--- src/rtl/irq_router.sv ---
// ----------------------------------------------------------------------------
// irq_router
//
// Routes NumSrc raw peripheral interrupt lines onto the PLIC interrupt vector.
// Each source passes through a reset-to-0 synchroniser, an optional debounce
// filter, optional inversion, and level or edge handling, and is then masked
// and OR-ed into its PLIC index. irq_o is registered; edge_trigger_o is a
// constant derived from the parameters.
//
// Optional feature macro: IRQ_ROUTER_FILTER_EN
//   defined   - per-source debounce filter of FilterCycles cycles
//   undefined - synced value is used directly, FilterCycles is ignored
//
// Ports:
//   clk_i          in   1        single clock
//   rst_ni         in   1        asynchronous active-low reset
//   src_i          in   NumSrc   raw peripheral interrupt lines
//   mask_i         in   NumSrc   1 = suppress source (synchronous to clk_i)
//   irq_o          out  NumIrqs  to PLIC interrupts_i (bit 0 always 0)
//   edge_trigger_o out  NumIrqs  to PLIC edge_trigger_i (constant)
// ----------------------------------------------------------------------------
module irq_router #(
    parameter int                  NumSrc       = 4,
    parameter int                  NumIrqs      = 32,
    parameter int                  SyncStages   = 2,
    parameter logic [8*NumSrc-1:0] SrcIndex     = {8'd4, 8'd3, 8'd2, 8'd1},
    parameter logic [NumSrc-1:0]   SrcEdge      = '0,
    parameter logic [NumSrc-1:0]   SrcInvert    = '0,
    parameter int                  FilterCycles = 4
) (
    input  logic               clk_i,
    input  logic               rst_ni,
    input  logic [NumSrc-1:0]  src_i,
    input  logic [NumSrc-1:0]  mask_i,
    output logic [NumIrqs-1:0] irq_o,
    output logic [NumIrqs-1:0] edge_trigger_o
);

    localparam int IdxW = (NumIrqs > 1) ? $clog2(NumIrqs) : 1;

    // ------------------------------------------------------------------
    // Elaboration-time helpers on the routing parameters
    // ------------------------------------------------------------------
    function automatic int src_idx(input int i);
        logic [8*NumSrc-1:0] tmp;
        tmp = SrcIndex >> (8 * i);
        return int'(tmp[7:0]);
    endfunction

    function automatic bit idx_valid(input int idx);
        return (idx >= 1) && (idx < NumIrqs);
    endfunction

    function automatic bit index_ok();
        for (int i = 0; i < NumSrc; i++) begin
            if (!idx_valid(src_idx(i))) return 1'b0;
        end
        return 1'b1;
    endfunction

    // Sources sharing an index must agree on level/edge, otherwise the
    // PLIC cannot be told a single trigger type for that bit.
    function automatic bit edge_ok();
        for (int i = 0; i < NumSrc; i++) begin
            for (int j = i + 1; j < NumSrc; j++) begin
                if ((src_idx(i) == src_idx(j)) && (SrcEdge[i] != SrcEdge[j])) return 1'b0;
            end
        end
        return 1'b1;
    endfunction

    function automatic logic [NumIrqs-1:0] edge_map();
        logic [NumIrqs-1:0] m;
        m = '0;
        for (int i = 0; i < NumSrc; i++) begin
            if (idx_valid(src_idx(i))) m[IdxW'(src_idx(i))] = m[IdxW'(src_idx(i))] | SrcEdge[i];
        end
        return m;
    endfunction

    localparam bit                 IndexOk = index_ok();
    localparam bit                 EdgeOk  = edge_ok();
    localparam logic [NumIrqs-1:0] EdgeMap = edge_map();

    if (!IndexOk) begin : g_err_index
        $error("irq_router: a SrcIndex entry lies outside 1..NumIrqs-1");
    end
    if (!EdgeOk) begin : g_err_edge
        $error("irq_router: sources sharing a PLIC index have mixed SrcEdge values");
    end
    if ((NumSrc < 1) || (NumSrc > 31)) begin : g_err_numsrc
        $error("irq_router: NumSrc must be in 1..31");
    end
    if (FilterCycles < 1) begin : g_err_filter
        $error("irq_router: FilterCycles must be at least 1");
    end

    assign edge_trigger_o = EdgeMap;

    // ------------------------------------------------------------------
    // Per-source pipeline: sync -> filter -> invert -> level/edge -> mask
    // ------------------------------------------------------------------
    logic [NumSrc-1:0] w_contrib;

    for (genvar i = 0; i < NumSrc; i++) begin : g_src
        logic w_synced;
        logic w_filt;
        logic w_act;

        if (SyncStages == 0) begin : g_nosync
            assign w_synced = src_i[i];
        end else begin : g_sync
            logic [SyncStages-1:0] r_sync;

            // NOTE: state registers use non-blocking assignments so every flop
            // samples the pre-edge value of its neighbour; blocking here would
            // collapse the chain into a single stage.
            always_ff @(posedge clk_i or negedge rst_ni) begin
                if (!rst_ni) begin
                    r_sync <= '0;
                end else begin
                    r_sync <= (r_sync << 1) | SyncStages'(src_i[i]);
                end
            end

            assign w_synced = r_sync[SyncStages-1];
        end

`ifdef IRQ_ROUTER_FILTER_EN
        begin : g_filter
            localparam int CntW = $clog2(FilterCycles + 1);
            logic            r_filt;
            logic [CntW-1:0] r_cnt;

            // r_cnt counts consecutive cycles where the synced value disagrees
            // with r_filt; the new value is accepted on the FilterCycles-th one.
            always_ff @(posedge clk_i or negedge rst_ni) begin
                if (!rst_ni) begin
                    r_filt <= 1'b0;
                    r_cnt  <= '0;
                end else if (w_synced != r_filt) begin
                    if (r_cnt == CntW'(FilterCycles - 1)) begin
                        r_filt <= w_synced;
                        r_cnt  <= '0;
                    end else begin
                        r_cnt <= r_cnt + 1'b1;
                    end
                end else begin
                    r_cnt <= '0;
                end
            end

            assign w_filt = r_filt;
        end
`else
        assign w_filt = w_synced;
`endif

        assign w_act = w_filt ^ SrcInvert[i];

        if (SrcEdge[i]) begin : g_edge
            logic r_prev;

            // r_prev resets to the act value the pipeline produces while its
            // registers are cleared, so an idle-high active-low source does
            // not fire a spurious pulse when reset is released.
            always_ff @(posedge clk_i or negedge rst_ni) begin
                if (!rst_ni) begin
                    r_prev <= SrcInvert[i];
                end else begin
                    r_prev <= w_act;
                end
            end

            // An edge seen while masked still updates r_prev, so it is lost.
            assign w_contrib[i] = w_act & ~r_prev & ~mask_i[i];
        end else begin : g_level
            assign w_contrib[i] = w_act & ~mask_i[i];
        end
    end

    // ------------------------------------------------------------------
    // Fan-in onto the PLIC vector
    // ------------------------------------------------------------------
    logic [NumIrqs-1:0] w_irq_next;
    logic [NumIrqs-1:0] r_irq;

    // NOTE: w_irq_next gets a full default before the loop; any path that
    // left a bit unassigned would otherwise infer a latch.
    always_comb begin
        w_irq_next = '0;
        for (int i = 0; i < NumSrc; i++) begin
            if (idx_valid(src_idx(i))) begin
                w_irq_next[IdxW'(src_idx(i))] = w_irq_next[IdxW'(src_idx(i))] | w_contrib[i];
            end
        end
    end

    always_ff @(posedge clk_i or negedge rst_ni) begin
        if (!rst_ni) begin
            r_irq <= '0;
        end else begin
            r_irq <= w_irq_next;
        end
    end

    assign irq_o = r_irq;

endmodule
--- config.mk ---
export PLATFORM = sky130hd
export DESIGN_NAME = irq_router
export DESIGN_NICKNAME = d
export VERILOG_FILES = /design/src/rtl/irq_router.sv
export SDC_FILE = /design/constraint.sdc
export NUM_CORES = 1
export LEC_CHECK = 0
export CAP_MARGIN = 30
export CORE_UTILIZATION = 34
export CTS_BUF_LIST = sky130_fd_sc_hd__clkbuf_8
export DETAILED_ROUTE_END_ITERATION = 6
export GPL_TIMING_DRIVEN = 0
export PLACE_DENSITY_LB_ADDON = 0.08
export SLEW_MARGIN = 10
export SYNTH_ARGS = -nofsm -noshare
export SYNTH_HDL_FRONTEND = slang
export SYNTH_SLANG_ARGS = --single-unit
--- constraint.sdc ---
create_clock -name clk_i -period 1.1 [get_ports clk_i]
set_clock_uncertainty 0.1 [all_clocks]
set_input_delay 0.11 -clock clk_i [delete_from_list [all_inputs] [get_ports clk_i]]
set_output_delay 0.11 -clock clk_i [all_outputs]
set_load 0.05 [all_outputs]
==> impl_metrics.tcl <==
set metrics [dict create \
    synth_fa_ha_area_share_pct 0 \
    drt.antenna.violating_nets 0 \
    final_util_pct 55.1 \
    critPathArrivalTime_ns 0.82 \
    post_synth_num_cell_types 4 \
    clock-sinks 12 \
    grt-ovfl-total 0 \
    max_stage_delay_ns 0.32 \
    coreArea_um2 2230 \
    final_cell_mix "60 x buf_4, 60 x conb_1, 12 x dfrtp_1" \
    nets 164 \
    wl_per_cell_um 4.93 \
    wirelength_um 893 \
    die_w_um 50.8 \
    synth-warning-count 0 \
    crit_chain "buf_2" \
    htreeDepth 1 \
    slowest_stage "dfrtp_1" \
    peakVddDrop_mv 0.880 \
    first_pass_iters 2 \
    grt_max_degree 13 \
    fillers 204 \
    yosys-top-cells-area "buf_4 56%, dfrtp_1 37%, nor2b_4 6.8%" \
    initial_core_util_pct 36.2 \
    hold_buffers 0 \
    drive_gt1_share_pct 47.1 \
    max-clock-path-buffers 2 \
    synth_xor_area_share_pct 0 \
    syn_area_per_cell_um2 10.5 \
    final_cells 181 \
    yosys.area_share.simple_pct 6.80 \
    grt_pass1_wl_um 1350 \
    crit_required_ns 0.89 \
    critPathMaxFanout 1 \
    cp-start-kind "register" \
    p_leak_nw 0.779 \
    io_buffers 13 \
    synth_top_area_cell "buf_4" \
    core.rowCount 17 \
    fp.dieArea_um2 2580 \
    grt_usage_pct 7.12 \
    cp.buffers_inverters 1 \
    syn_area_um2 810 \
    rrSetupSlack_ns 0.42 \
    slew_violations 0 \
    p_switching_mw 0.674 \
    synth-compound-area-share_pct 0 \
    finalCritPeriodShare_pct 93.5 \
    power_mw 1.64 \
    relSlewSlack_pct 65.6 \
    root_buffer "clkbuf_8" \
    hp-class "input pin to asynchronous set/reset pin" \
    antenna_cells 0 \
    seq_power_share_pct 28.5 \
    drt_iter0_markers 3 \
    crit_type "register to output port" \
    outcome "finished clean" \
    routed_via_density 2.63 \
    syn_inst 77 \
    worst-slew-pin-transition_ns 0.514 \
    sw_frac_of_total_pct 41.0 \
    finalHoldViolCount 0 \
    clkLatencyLatePin_ns 0.23 \
    power_density_nw_per_um2 1340 \
    die_h_um 50.8 \
    setup_slack_ns 0.0710 \
    setup-violations-final 0 \
    grt_antenna_before_repair 0 \
    synth-seq-cells 12 \
    seq_area_frac_synth_pct 37.1 \
    cp_top_family "flip-flops" \
    area_delta_synth_final_pct 52.1 \
    muxShareOfSynthArea_pct 0 \
    min_period_ns 1.03 \
    rsz0062_at_grt "no" \
    fmax_mhz 972 \
    clockPowerShare_pct 28.3 \
    max_cap_violations 0 \
    dpl.cell_count 177 \
    grt_pass1_vias 346 \
    clk_pin_slew_ns 0.05 \
    p_int_mw 0.970 \
    power.combinational.fraction_pct 43.2 \
    gp_congestion 0.576 \
    cts_tree "done" \
    endpoint_kind "output port" \
    synth_top_family_by_area "buffers and inverters" \
    io_pins 74 \
    netlist.area_leader.share_pct 55.6 \
    place_ws_ns -0.224 \
    drc 0 \
    cts_buffers 3 \
    vias 476 \
]
[worst paths after layout]
path,startpoint,to,cells after the start
max in group asynchronous,rst_ni,g_src[3].g_sync.r_sync[1],1
hold / removal,rst_ni,g_src[2].g_sync.r_sync[1],1
min in group clk_i,src_i[2],g_src[2].g_sync.r_sync[0],1
setup / recovery,irq_o[1],irq_o[1],1
hold reg to reg,g_src[0].g_sync.r_sync[0],g_src[0].g_sync.r_sync[1],0
setup reg to reg,g_src[2].g_sync.r_sync[1],irq_o[3],1
[synthesized netlist by cell type]
master,instances
buf_4,60
conb_1,1
dfrtp_1,12
nor2b_4,4
[per-layer routing]
metal	track usage [%]	share of wire, %	vias to the layer above
met5	0	0	-
met4	2.78	0	0
met3	4.55	18	0
met2	12.2	54	42
met1	6.72	28	173
li1	-	-	261
[area by class of cell]
class	count	area (µm²)	area share [%]
buffer	60	450	36.6
clock buffer	4	55.1	4.47
multi-input combinational	64	280	22.8
sequential	12	300	24.4
tap	28	35.0	2.85
timing repair buffer	13	110	8.94
[cell families (layout without fill, tap and decap cells)]
kind of cell | Yosys count | in the layout
flip-flops | 12 | 12
buffers and inverters | 60 | 77
other | 1 | 60
AND/OR/NAND/NOR | 4 | 4
[power groups by stage]
| stage | logic (mW) | clock network, mW | registers (mW) |
|---|---|---|---|
| after floorplan | 0.623 | 0 | 0.504 |
| after global placement | 0.710 | 0 | 0.476 |
| after detailed placement | 0.711 | 0 | 0.477 |
| after CTS | 0.703 | 0.477 | 0.470 |
| after global routing | 0.740 | 0.503 | 0.470 |
| final | 0.710 | 0.465 | 0.469 |
[sequential cells by signal (all words and copies together), names as in the netlist]
register	cells
g_src.g_sync.r_sync	8
irq_o	4
[repair_timing]
| item | CTS | global route |
|---|---|---|
| setup endpoints to repair | 4 | 0 |
| resized for setup | 20 | 0 |
| setup buffers | 0 | 0 |
[per-stage QoR]
stage / hold WS [ns] / instance area, µm² / setup TNS [ns]
5_1_grt: 0.175 / 1230 / 0
2_1_floorplan: -0.286 / 1030 / 0
3_5_place_dp: 0.235 / 1200 / -0.855
6_report: 0.114 / 1230 / 0
4_1_cts: 0.132 / 1230 / 0
3_3_place_gp: 0.232 / 1200 / -0.843
Power figures use the tool's default switching activity.
